## config.mk

```make
export PLATFORM = sky130hd
export DESIGN_NAME = uart_rx_fsm_flat
export DESIGN_NICKNAME = d
export VERILOG_FILES = /design/src/rtl/uart_rx_pkg.sv /design/src/rtl/uart_rx_fsm_if.sv /design/src/rtl/uart_rx_deser.sv /design/src/rtl/uart_rx_fsm.sv /design/src/flat_wrapper.sv
export SDC_FILE = /design/constraint.sdc
export NUM_CORES = 1
export LEC_CHECK = 0
export BUFFER_PORTS_ARGS = -buffer_cell sky130_fd_sc_hd__clkbuf_2
export CORE_ASPECT_RATIO = 1.1
export CORE_MARGIN = 2
export CORE_UTILIZATION = 55
export DETAILED_ROUTE_END_ITERATION = 10
export PLACE_DENSITY = 0.83
export SKIP_CTS_REPAIR_TIMING = 1
export SLEW_MARGIN = 20
export SYNTH_ARGS = -nofsm -noshare
export SYNTH_HDL_FRONTEND = slang
export SYNTH_SLANG_ARGS = --single-unit
```

## constraint.sdc

```tcl
create_clock -name CLK -period 3.95 [get_ports CLK]
set_input_delay 0.395 -clock CLK [delete_from_list [all_inputs] [get_ports CLK]]
set_output_delay 0.395 -clock CLK [all_outputs]
set_load 0.005 [all_outputs]
```

## src/rtl/uart_rx_pkg.sv

```systemverilog
`default_nettype none
// ============================================================================
//  Module      : uart_rx_pkg
//  Description : Shared types and constants for the UART receive frame
//                controller: state encoding and frame bit indices.
//  Revision    : 1.0 - initial release
// ============================================================================
package uart_rx_pkg;

    // Payload bits per frame; the external counter wraps at bit_cnt 9/10,
    // so only 8 is supported.
    localparam int DATA_WIDTH = 8;

    // bit_cnt values reported by the edge/bit counter
    localparam logic [3:0] START_IDX     = 4'd0;
    localparam logic [3:0] LAST_DATA_IDX = 4'd8;

    typedef enum logic [2:0] {
        IDLE   = 3'd0,
        START  = 3'd1,
        DATA   = 3'd2,
        PARITY = 3'd3,
        STOP   = 3'd4
    } rx_state_e;

endpackage : uart_rx_pkg
`default_nettype wire

```

## src/rtl/uart_rx_fsm_if.sv

```systemverilog
`default_nettype none
// ============================================================================
//  Module      : uart_rx_fsm_if
//  Description : Signal bundle between the RX frame controller, the
//                oversampling front end (counter + sampler) and the
//                register-file side.
//                  slave  : frame controller view
//                  master : environment view (front end + consumer)
//  Revision    : 1.0 - initial release
// ============================================================================
interface uart_rx_fsm_if #(
    parameter int PRESCALE_W = 6,
    parameter int EDGE_W     = 5,
    parameter int DATA_WIDTH = 8
);
    logic                  RX_IN;        // serial line, idle high
    logic [PRESCALE_W-1:0] Prescale;     // oversampling ratio 8/16/32
    logic                  PAR_EN;       // parity bit present
    logic                  PAR_TYP;      // 0 even, 1 odd
    logic [3:0]            bit_cnt;      // frame bit index from counter
    logic [EDGE_W-1:0]     edge_cnt;     // edge index inside current bit
    logic                  sampled_bit;  // majority-voted bit from sampler
    logic                  edge_bit_en;  // counter enable
    logic                  dat_samp_en;  // sampler enable
    logic [DATA_WIDTH-1:0] P_DATA;       // last good byte
    logic                  data_valid;   // pulse: P_DATA updated
    logic                  par_err;      // pulse: frame dropped, parity
    logic                  stp_err;      // pulse: frame dropped, stop bit
    logic                  busy;         // not idle

    modport slave (
        input  RX_IN, Prescale, PAR_EN, PAR_TYP, bit_cnt, edge_cnt, sampled_bit,
        output edge_bit_en, dat_samp_en, P_DATA, data_valid, par_err, stp_err, busy
    );

    modport master (
        output RX_IN, Prescale, PAR_EN, PAR_TYP, bit_cnt, edge_cnt, sampled_bit,
        input  edge_bit_en, dat_samp_en, P_DATA, data_valid, par_err, stp_err, busy
    );

endinterface : uart_rx_fsm_if
`default_nettype wire

```

## src/rtl/uart_rx_deser.sv

```systemverilog
`default_nettype none
// ============================================================================
//  Module      : uart_rx_deser
//  Description : LSB-first deserializer for the RX data bits plus the
//                parity reduction of the collected byte.
//  Ports       : CLK, RST      - clock, synchronous active-high reset
//                shift_en      - shift sampled_bit in at the MSB end
//                sampled_bit   - bit to shift in
//                sr            - current shift register contents
//                par_calc      - XOR reduction of sr
//  Revision    : 1.0 - initial release
// ============================================================================
module uart_rx_deser
    import uart_rx_pkg::*;
(
    input  wire logic                  CLK,
    input  wire logic                  RST,
    input  wire logic                  shift_en,
    input  wire logic                  sampled_bit,
    output logic      [DATA_WIDTH-1:0] sr,
    output logic                       par_calc
);

    logic [DATA_WIDTH-1:0] sr_q;
    logic [DATA_WIDTH-1:0] sr_d;

    // First received bit ends up in bit 0 after DATA_WIDTH shifts.
    always_comb begin
        sr_d = sr_q;
        if (shift_en) begin
            sr_d = {sampled_bit, sr_q[DATA_WIDTH-1:1]};
        end
    end

    always_ff @(posedge CLK) begin
        if (RST) begin
            sr_q <= '0;
        end else begin
            sr_q <= sr_d;
        end
    end

    assign sr       = sr_q;
    assign par_calc = ^sr_q;

endmodule : uart_rx_deser
`default_nettype wire

```

## src/rtl/uart_rx_fsm.sv

```systemverilog
`default_nettype none
// ============================================================================
//  Module      : uart_rx_fsm
//  Description : UART receive frame controller. Detects the start
//                condition, enables the edge/bit counter and sampler,
//                walks start/data/parity/stop, checks the frame and emits
//                one validated byte (or one error pulse) per frame.
//  Ports       : CLK, RST      - clock, synchronous active-high reset
//                bus (slave)   - RX_IN, Prescale, PAR_EN, PAR_TYP,
//                                bit_cnt, edge_cnt, sampled_bit in;
//                                edge_bit_en, dat_samp_en, P_DATA,
//                                data_valid, par_err, stp_err, busy out
//  Revision    : 1.0 - initial release
// ============================================================================
module uart_rx_fsm
    import uart_rx_pkg::*;
#(
    parameter int PRESCALE_W = 6
) (
    input  wire logic    CLK,
    input  wire logic    RST,
    uart_rx_fsm_if.slave bus
);

    rx_state_e             state_q, state_d;
    logic                  par_fail_q, par_fail_d;
    logic [DATA_WIDTH-1:0] p_data_q, p_data_d;
    logic                  data_valid_q, data_valid_d;
    logic                  par_err_q, par_err_d;
    logic                  stp_err_q, stp_err_d;

    logic                  bit_end;
    logic                  shift_en;
    logic [DATA_WIDTH-1:0] sr;
    logic                  par_calc;

    // Last oversampling edge of the current bit: every frame decision is
    // taken on the clock edge that closes a bit.
    assign bit_end = (state_q != IDLE) &&
                     (PRESCALE_W'(bus.edge_cnt) == (bus.Prescale - PRESCALE_W'(1)));

    uart_rx_deser u_deser (
        .CLK         (CLK),
        .RST         (RST),
        .shift_en    (shift_en),
        .sampled_bit (bus.sampled_bit),
        .sr          (sr),
        .par_calc    (par_calc)
    );

    always_comb begin
        state_d      = state_q;
        par_fail_d   = par_fail_q;
        p_data_d     = p_data_q;
        data_valid_d = 1'b0;
        par_err_d    = 1'b0;
        stp_err_d    = 1'b0;
        shift_en     = 1'b0;

        case (state_q)
            IDLE: begin
                if (!bus.RX_IN) begin
                    state_d    = START;
                    par_fail_d = 1'b0;
                end
            end
            START: begin
                // A high sample at the end of the start bit is a glitch.
                if (bit_end) begin
                    state_d = bus.sampled_bit ? IDLE : DATA;
                end
            end
            DATA: begin
                if (bit_end) begin
                    shift_en = 1'b1;
                    // >= keeps the walk moving if the counter ever overshoots
                    if (bus.bit_cnt >= LAST_DATA_IDX) begin
                        state_d = bus.PAR_EN ? PARITY : STOP;
                    end
                end
            end
            PARITY: begin
                if (bit_end) begin
                    par_fail_d = bus.sampled_bit ^ par_calc ^ bus.PAR_TYP;
                    state_d    = STOP;
                end
            end
            STOP: begin
                if (bit_end) begin
                    // A bad stop bit outranks a parity failure.
                    if (!bus.sampled_bit) begin
                        stp_err_d = 1'b1;
                    end else if (par_fail_q) begin
                        par_err_d = 1'b1;
                    end else begin
                        p_data_d     = sr;
                        data_valid_d = 1'b1;
                    end
                    // Line already low: next start bit follows without a gap.
                    if (!bus.RX_IN) begin
                        state_d    = START;
                        par_fail_d = 1'b0;
                    end else begin
                        state_d = IDLE;
                    end
                end
            end
            default: begin
                state_d = IDLE;
            end
        endcase
    end

    always_ff @(posedge CLK) begin
        if (RST) begin
            state_q      <= IDLE;
            par_fail_q   <= 1'b0;
            p_data_q     <= '0;
            data_valid_q <= 1'b0;
            par_err_q    <= 1'b0;
            stp_err_q    <= 1'b0;
        end else begin
            state_q      <= state_d;
            par_fail_q   <= par_fail_d;
            p_data_q     <= p_data_d;
            data_valid_q <= data_valid_d;
            par_err_q    <= par_err_d;
            stp_err_q    <= stp_err_d;
        end
    end

    assign bus.edge_bit_en = (state_q != IDLE);
    assign bus.dat_samp_en = (state_q != IDLE);
    assign bus.busy        = (state_q != IDLE);
    assign bus.P_DATA      = p_data_q;
    assign bus.data_valid  = data_valid_q;
    assign bus.par_err     = par_err_q;
    assign bus.stp_err     = stp_err_q;

endmodule : uart_rx_fsm
`default_nettype wire

```

## src/flat_wrapper.sv

```systemverilog
// flat-port wrapper written by rule: the top's interface ports become plain ports
module uart_rx_fsm_flat import uart_rx_pkg::*;
#(
    parameter int PRESCALE_W = 6
)
  (CLK, RST, bus_RX_IN, bus_Prescale, bus_PAR_EN, bus_PAR_TYP, bus_bit_cnt, bus_edge_cnt, bus_sampled_bit, bus_edge_bit_en, bus_dat_samp_en, bus_P_DATA, bus_data_valid, bus_par_err, bus_stp_err, bus_busy);
  uart_rx_fsm_if #(.PRESCALE_W(PRESCALE_W)) bus_i ();
  input  wire logic CLK;
  input  wire logic RST;
  input wire logic [$bits(bus_i.RX_IN)-1:0] bus_RX_IN;
  input wire logic [$bits(bus_i.Prescale)-1:0] bus_Prescale;
  input wire logic [$bits(bus_i.PAR_EN)-1:0] bus_PAR_EN;
  input wire logic [$bits(bus_i.PAR_TYP)-1:0] bus_PAR_TYP;
  input wire logic [$bits(bus_i.bit_cnt)-1:0] bus_bit_cnt;
  input wire logic [$bits(bus_i.edge_cnt)-1:0] bus_edge_cnt;
  input wire logic [$bits(bus_i.sampled_bit)-1:0] bus_sampled_bit;
  output wire logic [$bits(bus_i.edge_bit_en)-1:0] bus_edge_bit_en;
  output wire logic [$bits(bus_i.dat_samp_en)-1:0] bus_dat_samp_en;
  output wire logic [$bits(bus_i.P_DATA)-1:0] bus_P_DATA;
  output wire logic [$bits(bus_i.data_valid)-1:0] bus_data_valid;
  output wire logic [$bits(bus_i.par_err)-1:0] bus_par_err;
  output wire logic [$bits(bus_i.stp_err)-1:0] bus_stp_err;
  output wire logic [$bits(bus_i.busy)-1:0] bus_busy;
  assign bus_i.RX_IN = bus_RX_IN;
  assign bus_i.Prescale = bus_Prescale;
  assign bus_i.PAR_EN = bus_PAR_EN;
  assign bus_i.PAR_TYP = bus_PAR_TYP;
  assign bus_i.bit_cnt = bus_bit_cnt;
  assign bus_i.edge_cnt = bus_edge_cnt;
  assign bus_i.sampled_bit = bus_sampled_bit;
  assign bus_edge_bit_en = bus_i.edge_bit_en;
  assign bus_dat_samp_en = bus_i.dat_samp_en;
  assign bus_P_DATA = bus_i.P_DATA;
  assign bus_data_valid = bus_i.data_valid;
  assign bus_par_err = bus_i.par_err;
  assign bus_stp_err = bus_i.stp_err;
  assign bus_busy = bus_i.busy;
  uart_rx_fsm #(.PRESCALE_W(PRESCALE_W)) u_core (.CLK(CLK), .RST(RST), .bus(bus_i));
endmodule
```

==> results.cfg, run 1 <==
[timing]
hold_violations = 0
holdWs_ns = 0.376
fin_crit_sh_pct = 51.2
grt_setup_unrepaired = no
fin_tns_setup_ns = 0
fmax_mhz = 494
worstMarginPinSlew_ns = 0.431
slew_headroom_pct = 71.0
fin_crit_ns = 2.02
finalSetupViolCount = 0
slew_viol_final = 0
fin_skew_ns = 0.00250

[placement]
hpwl_um = 2000
portBuffers = 31
finalWeightedCongestion = 0.757
place_area_mm2 = 0.00146

[clock_network]
h-tree-depth = 1
numCtsBuffers = 3
clockRootBuffer = clkbuf_4
clock_sinks = 23
worstSkewPairLatency_ns = 0.30
cts_tree = done
path_clk_slew_ns = 0.13
clk_path_buf_depth = 2

[yosys]
synth_top_family_by_area = simple AND/OR/NAND/NOR gates
yosys.cell_types.count = 38
synth-warning-count = 0
postSynthCellCount = 140
synthXorXnorAreaFrac_pct = 10.4
netlist_area_mm2 = 0.00131
postSynth.asyncResetShare_pct = 0
synth-simple-area-share_pct = 25.0
synth_edf_count = 0
synth_ff_type = dfxtp_1
synthMuxAreaShare_pct = 14.6
synth-compound-area-share_pct = 9.35
synthAdderAreaFrac_pct = 0.954
netlist_top_cells_area = dfxtp_1 (35%), mux2i_1 (14%), nand2b_1 (9.5%)
syn_nets = 162
yosysTopAreaCell = dfxtp_1
synth-seq-cells = 23
yosysTopAreaCellShare_pct = 35.1
syn_area_per_cell_um2 = 9.37
yosysSeqAreaShare_pct = 35.1

[power]
vdd_ir_drop_max_mv = 0.208
p_leak_uw = 0.000662
p_per_area_mw_per_mm2 = 330

[layout]
drive_above_1_share_pct = 25.3
antenna_cells = 0
regArea_um2 = 460
multi_input_area_um2 = 791
areaGrowthSynthToFinish_pct = 13.1
fillCellCount = 184
design_area_mm2 = 0.00148
nNetsFinal = 189

[floorplan]
fp.coreArea_mm2 = 0.00225
start_util_pct = 58.2
dieWidth_um = 50.6
die_h_um = 55.2
io_pins = 35
die-area_mm2 = 0.00279
fp-row-count = 18

[worst_setup_path]
crit_type = primary input to flop
cp_max_fo = 4
critPathLaunchType = primary input
cp.required_ns = 4.15
critPathArrivalTime_ns = 2.22
critPathCaptureType = flop

[grt]
overflow = 0
grt_pass1_wl_um = 4290
grt_pass1_vias = 1016
antenna_found_initial = 0
grt_max_degree = 28
grt_usage_pct = 19.3

[drt]
dr.pass1.iters = 4
finalWirelength_um = 2480
drt_iter0_markers = 17
avgRoutedWirePerCell_um = 12.6
drc = 0
vias = 1067
final_antenna_net_count = 0
vias_per_cell = 5.44

[outcome]
outcome = finished, final reports clean

[worst_hold_path]
min_path_type = primary input to flop

[run]
maxCapViolCount = 0
## layer usage
layer | track usage [%] | up-vias | wire [µm] | part of all wire (%)
met1 | 23.2 | 501 | 1050 | 42
li1 | - | 534 | - | -
met3 | 1.08 | 4 | 82 | 3.3
met4 | 8.49 | 0 | 36 | 1.5
met2 | 34.8 | 28 | 1310 | 53
met5 | 0 | - | 0 | 0
## cells in the final DEF (no fill, tap or decap), types with 3 or more instances in the layout
cell type | Yosys | final
clkbuf_2 | 0 | 31
mux2i_1 | 18 | 18
inv_1 | 3 | 3
dfxtp_1 | 23 | 23
clkbuf_4 | 0 | 3
nor3_1 | 6 | 6
xnor2_1 | 8 | 8
nand2b_1 | 20 | 20
a21oi_1 | 3 | 3
nor2_1 | 7 | 7
xor2_1 | 5 | 5
nor2b_1 | 4 | 4
nand2_1 | 4 | 4
## critical path, stage by stage
cell      delay [ns]
clkbuf_2        0.11
inv_1           0.06
ha_1            0.19
or3b_1          0.37
a211oi_2        0.28
o211ai_2        0.16
or3_1           0.50
mux2i_1         0.16
## synth_stat cells, drive strengths merged, types with 2 or more instances
cell type,instances
nor3,7
or2,3
and3,2
nor2b,4
dfxtp,23
nand4,2
a31oi,2
mux2i,18
clkbuf,5
o21ai,2
or3,2
nand2b,20
buf,4
xor2,5
nand2,4
nor2,7
a21oi,3
xnor2,8
inv,3
o311ai,2
## registers in the layout (all words and copies together), names as in the netlist
register,count
u_core.bus.par_err,1
u_core.par_fail_q,1
u_core.bus.stp_err,1
u_core.bus.P_DATA,8
u_core.state_q,3
u_core.bus.data_valid,1
u_core.u_deser.sr,8
## cell type report
cell class | count | area share, %
Multi-Input combinational cell | 105 | 53.3
Sequential cell | 23 | 31.1
Timing Repair Buffer | 31 | 10.5
Tap cell | 30 | 2.53
Clock buffer | 3 | 1.52
Inverter | 3 | 0.759
Clock inverter | 1 | 0.338
## path summary, 6_finish.rpt
path / end / cells after the start / slack, ns / start
max: u_core.bus.P_DATA[5] / 8 / 1.93 / bus_Prescale[0]
min: u_core.bus.stp_err / 2 / 0.38 / bus_sampled_bit
max reg2reg: u_core.state_q[1] / 5 / 2.24 / u_core.state_q[0]
min reg2reg: u_core.bus.P_DATA[7] / 2 / 0.48 / u_core.bus.P_DATA[7]
## power breakdown
part	switching (µW)	internal, µW	total [µW]
sequential	13.6	238	251
clock	68.5	37.7	106
combinational	70.2	61.5	132
total	152	337	489
## per-stage QoR
| step | util, % | power, µW | setup slack (ns) | cells |
|---|---|---|---|---|
| 3_5_place_dp | 64.6 | 388 | 1.60 | 192 |
| 6_report | 65.8 | 489 | 1.93 | 196 |
| 4_1_cts | 65.8 | 492 | 1.93 | 196 |
| 5_1_grt | 65.8 | 520 | 1.87 | 196 |
| 3_3_place_gp | 64.6 | 382 | 1.67 | 192 |
| 2_1_floorplan | - | 361 | 1.90 | 140 |
## cell families after synthesis
group / count (synthesis)
muxes: 19
DFF: 23
and+or+nand+nor: 56
AOI/OAI and AO/OA: 15
buffers and inverters: 12
xor gates and xnor gates: 14
adders and majority gates: 1
(Power assumes the default switching activity.)
==> inputs of run 2 (changes only) <==
Settings changed: ABC_AREA set to 1, CORE_UTILIZATION 55 to 47, PLACE_DENSITY 0.83 to 0.75.
Clock period 3.95 ns to 1.8 ns, I/O delays scaled along.
==> run 2 against run 1 <==
Effect of this change:
- combinational power rose to 4.4 times the previous value
- final cell count rose by 40%
- cell area rose by 8.4%
- sequential cell count did not move
- synthesized cell count rose by 47%
- count of clock-buffer cells in the layout did not move
- synthesized area rose by 4.4%
- clock power rose by 130%
- non-clock buffer count rose by 7
- highest routed layer unchanged
==> results.cfg, run 2 <==
[layout]
layout_commonest_cell = nand2_1
nNetsFinal = 265
drive_above_1_share_pct = 21.9
design_area_mm2 = 0.00161
antenna_cells = 0
most-common-layout-cells = nand2_1 (55), clkbuf_2 (31), dfxtp_1 (23)
utilization_pct = 57.8
areaGrowthSynthToFinish_pct = 17.4

[yosys]
yosysSeqAreaShare_pct = 33.6
synth_edf_count = 0
yosysTopAreaCellShare_pct = 33.6
postSynth.asyncResetShare_pct = 0
yosys.cell_count.top_type = nand2_1
postSynthCellCount = 206
netlist_top_cells_area = dfxtp_1 (34%), nand2_1 (15%), inv_1 (6.0%)
syn_area_per_cell_um2 = 6.64
netlist_area_mm2 = 0.00137
yosys.cell_types.count = 25
synth_ff_type = dfxtp_1
synth-seq-cells = 23
synth-warning-count = 0
ys_top_cells_by_count = nand2_1 (55), dfxtp_1 (23), inv_1 (22), nor2_1 (22), a21oi_1 (15)
yosysTopAreaCell = dfxtp_1
syn_nets = 228

[drt]
dr.pass1.iters = 4
finalWirelength_um = 2570
avgRoutedWirePerCell_um = 9.34
vias_per_cell = 4.83
vias = 1329
final_antenna_net_count = 0
drt_iter0_markers = 28
drc = 0

[grt]
grt_usage_pct = 16.6
grt_pass1_vias = 1158
antenna_found_initial = 0
overflow = 0
grt_pass1_wl_um = 4550
grt_max_degree = 14

[timing]
fin_skew_ns = 0.0109
fin_ws_ns = 0.263
fin_crit_sh_pct = 85.4
hold_violations = 0
grt_setup_unrepaired = no
finalSetupViolCount = 0
fin_crit_ns = 1.54
slew_viol_final = 0
slew_headroom_pct = 70.9
fmax_mhz = 651
worstMarginPinSlew_ns = 0.432

[power]
p_seq_share_pct = 40.8
sw_frac_of_total_pct = 39.4
p_switching_uw = 542
vdd_ir_drop_max_mv = 0.657
p_per_area_mw_per_mm2 = 856
internal-power_uw = 834
share_clk_of_total_power_pct = 17.4
pwr-share-comb_pct = 41.8
p_leak_uw = 0.000764

[placement]
portBuffers = 31
finalWeightedCongestion = 0.876
pre_cts_slack_ns = -0.121
hpwl_um = 2110
place_area_mm2 = 0.00158

[clock_network]
clockRootBuffer = clkbuf_4
h-tree-depth = 1
cts_tree = done
clock_sinks = 23
numCtsBuffers = 3
clk_path_buf_depth = 2
path_clk_slew_ns = 0.13
worstSkewPairLatency_ns = 0.31

[worst_setup_path]
critPathArrivalTime_ns = 1.73
cp_max_fo = 10
path_buf_inv = 3
slowest_stage = ha_1
critPathTopFamily = simple AND/OR/NAND/NOR gates
crit_path_max_incr_delay_ns = 0.28
cp.required_ns = 2.00
crit_type = primary input to flop
crit_path_frequent_cell = nand2_1
crit_path_cell_trace = clkbuf_2 > inv_2 > ha_1 > inv_1 > nand2_1 > nand2_1 > nor2_1 > nand2_1 > nor2_1 > nand3_2 > nor2_4 > nand3_4 > nand2_1 > a21oi_1
critPathLaunchType = primary input
critPathCaptureType = flop
r2r_setup_slack_ns = 0.32

[run]
maxCapViolCount = 0

[floorplan]
start_util_pct = 49.3
io_pins = 35
dieWidth_um = 55.5
die_h_um = 60.6
fp.coreArea_mm2 = 0.00278
fp-row-count = 20
die-area_mm2 = 0.00336

[worst_hold_path]
min_path_type = primary input to flop

[outcome]
outcome = finished, final reports clean
==> run 2: per-layer routing <==
metal	vias to the layer above	part of all wire [%]	track usage, %
li1	743	-	-
met1	553	48	19.9
met2	31	47	30.1
met3	2	3.9	2.13
met5	-	0	0
met4	0	1.1	8.01
==> run 2: logic make-up (layout without fill, tap and decap cells) <==
logic type	count (synthesis)	count (layout)	synth area share [%]
compound gates	27	27	11.0
simple gates	117	117	39.9
buf+inv	30	66	9.41
xor+xnor	8	8	5.12
fa+ha+maj	1	1	0.914
flops	23	23	33.6
==> run 2: power by group through the flow <==
stage	combinational, µW	clock [µW]	sequential (µW)
detailed placement	579	0	572
CTS	581	247	562
global route	657	259	566
global placement	574	0	573
floorplan	466	0	568
finish	575	239	562
==> run 2: area by class of cell <==
class / count / area, µm²
Tap cell: 33 / 41.3
Clock buffer: 3 / 22.5
Clock inverter: 1 / 5.00
Inverter: 24 / 90.1
Timing Repair Buffer: 38 / 208
Sequential cell: 23 / 460
Multi-Input combinational cell: 153 / 779
Fill cell: 294 / 1170
==> run 2: per-stage QoR <==
stage | power [µW] | hold slack (ns) | TNS [ns] | std cells
CTS | 1390 | 0.0633 | 0 | 275
global placement | 1150 | 0.402 | -0.685 | 271
detailed placement | 1150 | 0.403 | -1.78 | 271
global route | 1480 | 0.0705 | 0 | 275
finish | 1380 | 0.0616 | 0 | 275
floorplan | 1030 | 0.252 | 0 | 206
==> run 2: path summary, 6_finish.rpt <==
kind                                      startpoint                   end  cells after the start
worst max-delay path                 bus_Prescale[0]  u_core.bus.P_DATA[2]                     14
worst min-delay path                 bus_sampled_bit    u_core.bus.stp_err                      2
worst max register to register     u_core.state_q[1]     u_core.par_fail_q                     11
worst min register to register  u_core.bus.P_DATA[0]  u_core.bus.P_DATA[0]                      2
==> inputs of run 3 (changes only) <==
Settings changed: CORE_UTILIZATION 47 to 48, SYNTH_HIERARCHICAL set to 1.
==> run 3 against run 2 <==
Effect of this change:
- via count grew 10%
- count of clock-buffer cells in the layout is the same
- sequential share of layout area shrank 2.0 points
- first-iteration DRC count grew 54%
- non-clock buffer count grew 2
- clock skew shrank 0.0089 ns
- critical path type is now flop to flop
==> results.cfg, run 3 <==
[outcome]
outcome = finished, final reports clean

[worst_setup_path]
critPathArrivalTime_ns = 1.89
critPathCaptureType = flop
path_buf_inv = 1
crit_path_max_incr_delay_ns = 0.43
r2r_setup_slack_ns = 0.16
r2r_end = u_core/par_fail_q
cp_max_fo = 5
critPathTopFamily = simple AND/OR/NAND/NOR gates
crit_path_frequent_cell = nand2_1
crit_type = flop to flop
r2r_start = u_core/u_deser/sr[4]
critPathLaunchType = flop
worstRegToRegCells = 12
slowest_stage = dfxtp_1
cp.required_ns = 2.05
crit_path_cell_trace = inv_1 > nand2_1 > nand2_1 > nand2_1 > nand2_1 > nand2_1 > nand2_1 > xnor2_2 > xor2_1 > o21ai_0 > nand3_1 > a21oi_1

[yosys]
synthXorXnorAreaFrac_pct = 2.33
yosys.cell_types.count = 25
ys_top_cells_by_count = nand2_1 (83), nor2_1 (39), inv_1 (37), dfxtp_1 (23), nand3_1 (16)
postSynth.asyncResetShare_pct = 0
netlist_top_cells_area = dfxtp_1 (31%), nand2_1 (21%), nor2_1 (9.7%)
synth-compound-area-share_pct = 8.64
synth_edf_count = 0
synthMuxAreaShare_pct = 0
synth-seq-cells = 23
netlist_area_mm2 = 0.00151
yosysTopAreaCellShare_pct = 30.6
synthAdderAreaFrac_pct = 0.831
postSynthCellCount = 245
synth-warning-count = 6
syn_nets = 267
synth_top_family_by_area = simple AND/OR/NAND/NOR gates
yosysSeqAreaShare_pct = 30.6
synth_ff_type = dfxtp_1
synth-simple-area-share_pct = 43.1
yosys.cell_count.top_type = nand2_1
syn_area_per_cell_um2 = 6.15
yosysTopAreaCell = dfxtp_1

[placement]
portBuffers = 31
hpwl_um = 2270
finalWeightedCongestion = 0.886

[drt]
drc = 0
finalWirelength_um = 2850
avgRoutedWirePerCell_um = 9.03
dr.pass1.iters = 4
vias_per_cell = 4.64
vias = 1465
final_antenna_net_count = 0
drt_iter0_markers = 43

[timing]
worstMarginPinSlew_ns = 0.328
holdWs_ns = 0.134
fin_skew_ns = 0.00200
fin_tns_setup_ns = 0
slew_viol_final = 0
fin_crit_sh_pct = 91.0
fin_crit_ns = 1.64
fmax_mhz = 611
grt_setup_unrepaired = no
hold_violations = 0
finalSetupViolCount = 0
slew_headroom_pct = 78.1

[clock_network]
path_clk_slew_ns = 0.13
clk_path_buf_depth = 2
numCtsBuffers = 3
h-tree-depth = 1
worstSkewPairLatency_ns = 0.31
cts_tree = done
clock_sinks = 23
clockRootBuffer = clkbuf_4

[worst_hold_path]
min-delay-start = bus_sampled_bit
hold_depth = 2
min_path_type = primary input to flop
hold-path-endpoint = u_core/bus.stp_err

[floorplan]
io_pins = 35
fp.coreArea_mm2 = 0.00302
fp-row-count = 21
die_h_um = 62.8
dieWidth_um = 57.4
die-area_mm2 = 0.00360
start_util_pct = 49.9

[run]
maxCapViolCount = 0

[layout]
most-common-layout-cells = nand2_1 (83), nor2_1 (39), inv_1 (37)
drive_above_1_share_pct = 24.5
layout_commonest_cell = nand2_1
nNetsFinal = 305
antenna_cells = 0
areaGrowthSynthToFinish_pct = 15.9

[power]
power_uw = 1220
vdd_ir_drop_max_mv = 0.544
p_per_area_mw_per_mm2 = 700
p_leak_uw = 0.000968

[grt]
grt_usage_pct = 17.1
grt_pass1_wl_um = 5030
grt_max_degree = 18
overflow = 0
antenna_found_initial = 0
grt_pass1_vias = 1282
-- run 3: cell types whose count changed in the layout (fill, tap and decap cells not counted), sizes merged, moves of 2 or more --
cell,delta
buf,+2
nand2,+31
nand2b,-2
inv,+17
nor2,+19
nand4,-7
a21oi,-9
xor2,-2
a211oi,+6
nor3,-8
xnor2,-2
o21ai,-7
-- run 3: cells by family (layout without fill, tap and decap cells) --
group           count (synthesis)  after routing
compound gates                 17             17
xor+xnor                        4              4
fa+ha+maj                       1              1
buf+inv                        48             85
flops                          23             23
simple gates                  152            152
-- run 3: layer usage --
| layer | track usage, % | part of all wire, % |
|---|---|---|
| met1 | 22.3 | 49 |
| met2 | 28.0 | 46 |
| met3 | 1.45 | 2.7 |
| met4 | 8.14 | 2.0 |
| met5 | 0 | 0 |
-- run 3: worst reg2reg max path, stage by stage (launching register included) --
cell and delay [ns]:
dfxtp_1 0.43, inv_1 0.09, nand2_1 0.06, nand2_1 0.07
nand2_1 0.07, nand2_1 0.05, nand2_1 0.05, nand2_1 0.08
xnor2_2 0.16, xor2_1 0.15, o21ai_0 0.15, nand3_1 0.09
a21oi_1 0.13
-- run 3: worst max path at each step --
| stage | startpoint | endpoint | cells past startpoint |
|---|---|---|---|
| 2_1_floorplan | bus_Prescale[0] | u_core/u_deser/sr[4] | 14 |
| 3_3_place_gp | bus_Prescale[0] | u_core/u_deser/sr[7] | 15 |
| 3_5_place_dp | bus_Prescale[0] | u_core/u_deser/sr[5] | 15 |
| 4_1_cts | u_core/u_deser/sr[3] | u_core/par_fail_q | 12 |
| 5_1_grt | u_core/u_deser/sr[3] | u_core/par_fail_q | 12 |
| 6_report | u_core/u_deser/sr[4] | u_core/par_fail_q | 12 |
-- run 3: cell type report --
cell class | instances | area (µm²)
clock inverters | 1 | 5.00
fillers | 316 | 1270
flip-flops and latches | 23 | 465
well taps | 34 | 42.5
repair buffers | 40 | 223
inverters | 41 | 154
clock buffers | 3 | 22.5
multi-input cells | 174 | 835
-- run 3: through the flow --
stage,util [%],worst slack [ns],cell area (µm²),cells
after global routing,57.8,0.0160,1750,316
after global placement,56.5,0.0140,1710,312
after floorplan,-,0.204,1510,245
after detailed placement,56.5,-0.0317,1710,312
final,57.8,0.162,1750,316
after CTS,57.4,0.0870,1730,316
-- run 3: power breakdown --
part | total [µW] | internal [µW] | switching [µW]
Combinational | 416 | 163 | 253
Clock | 242 | 83.1 | 159
Sequential | 566 | 535 | 30.8
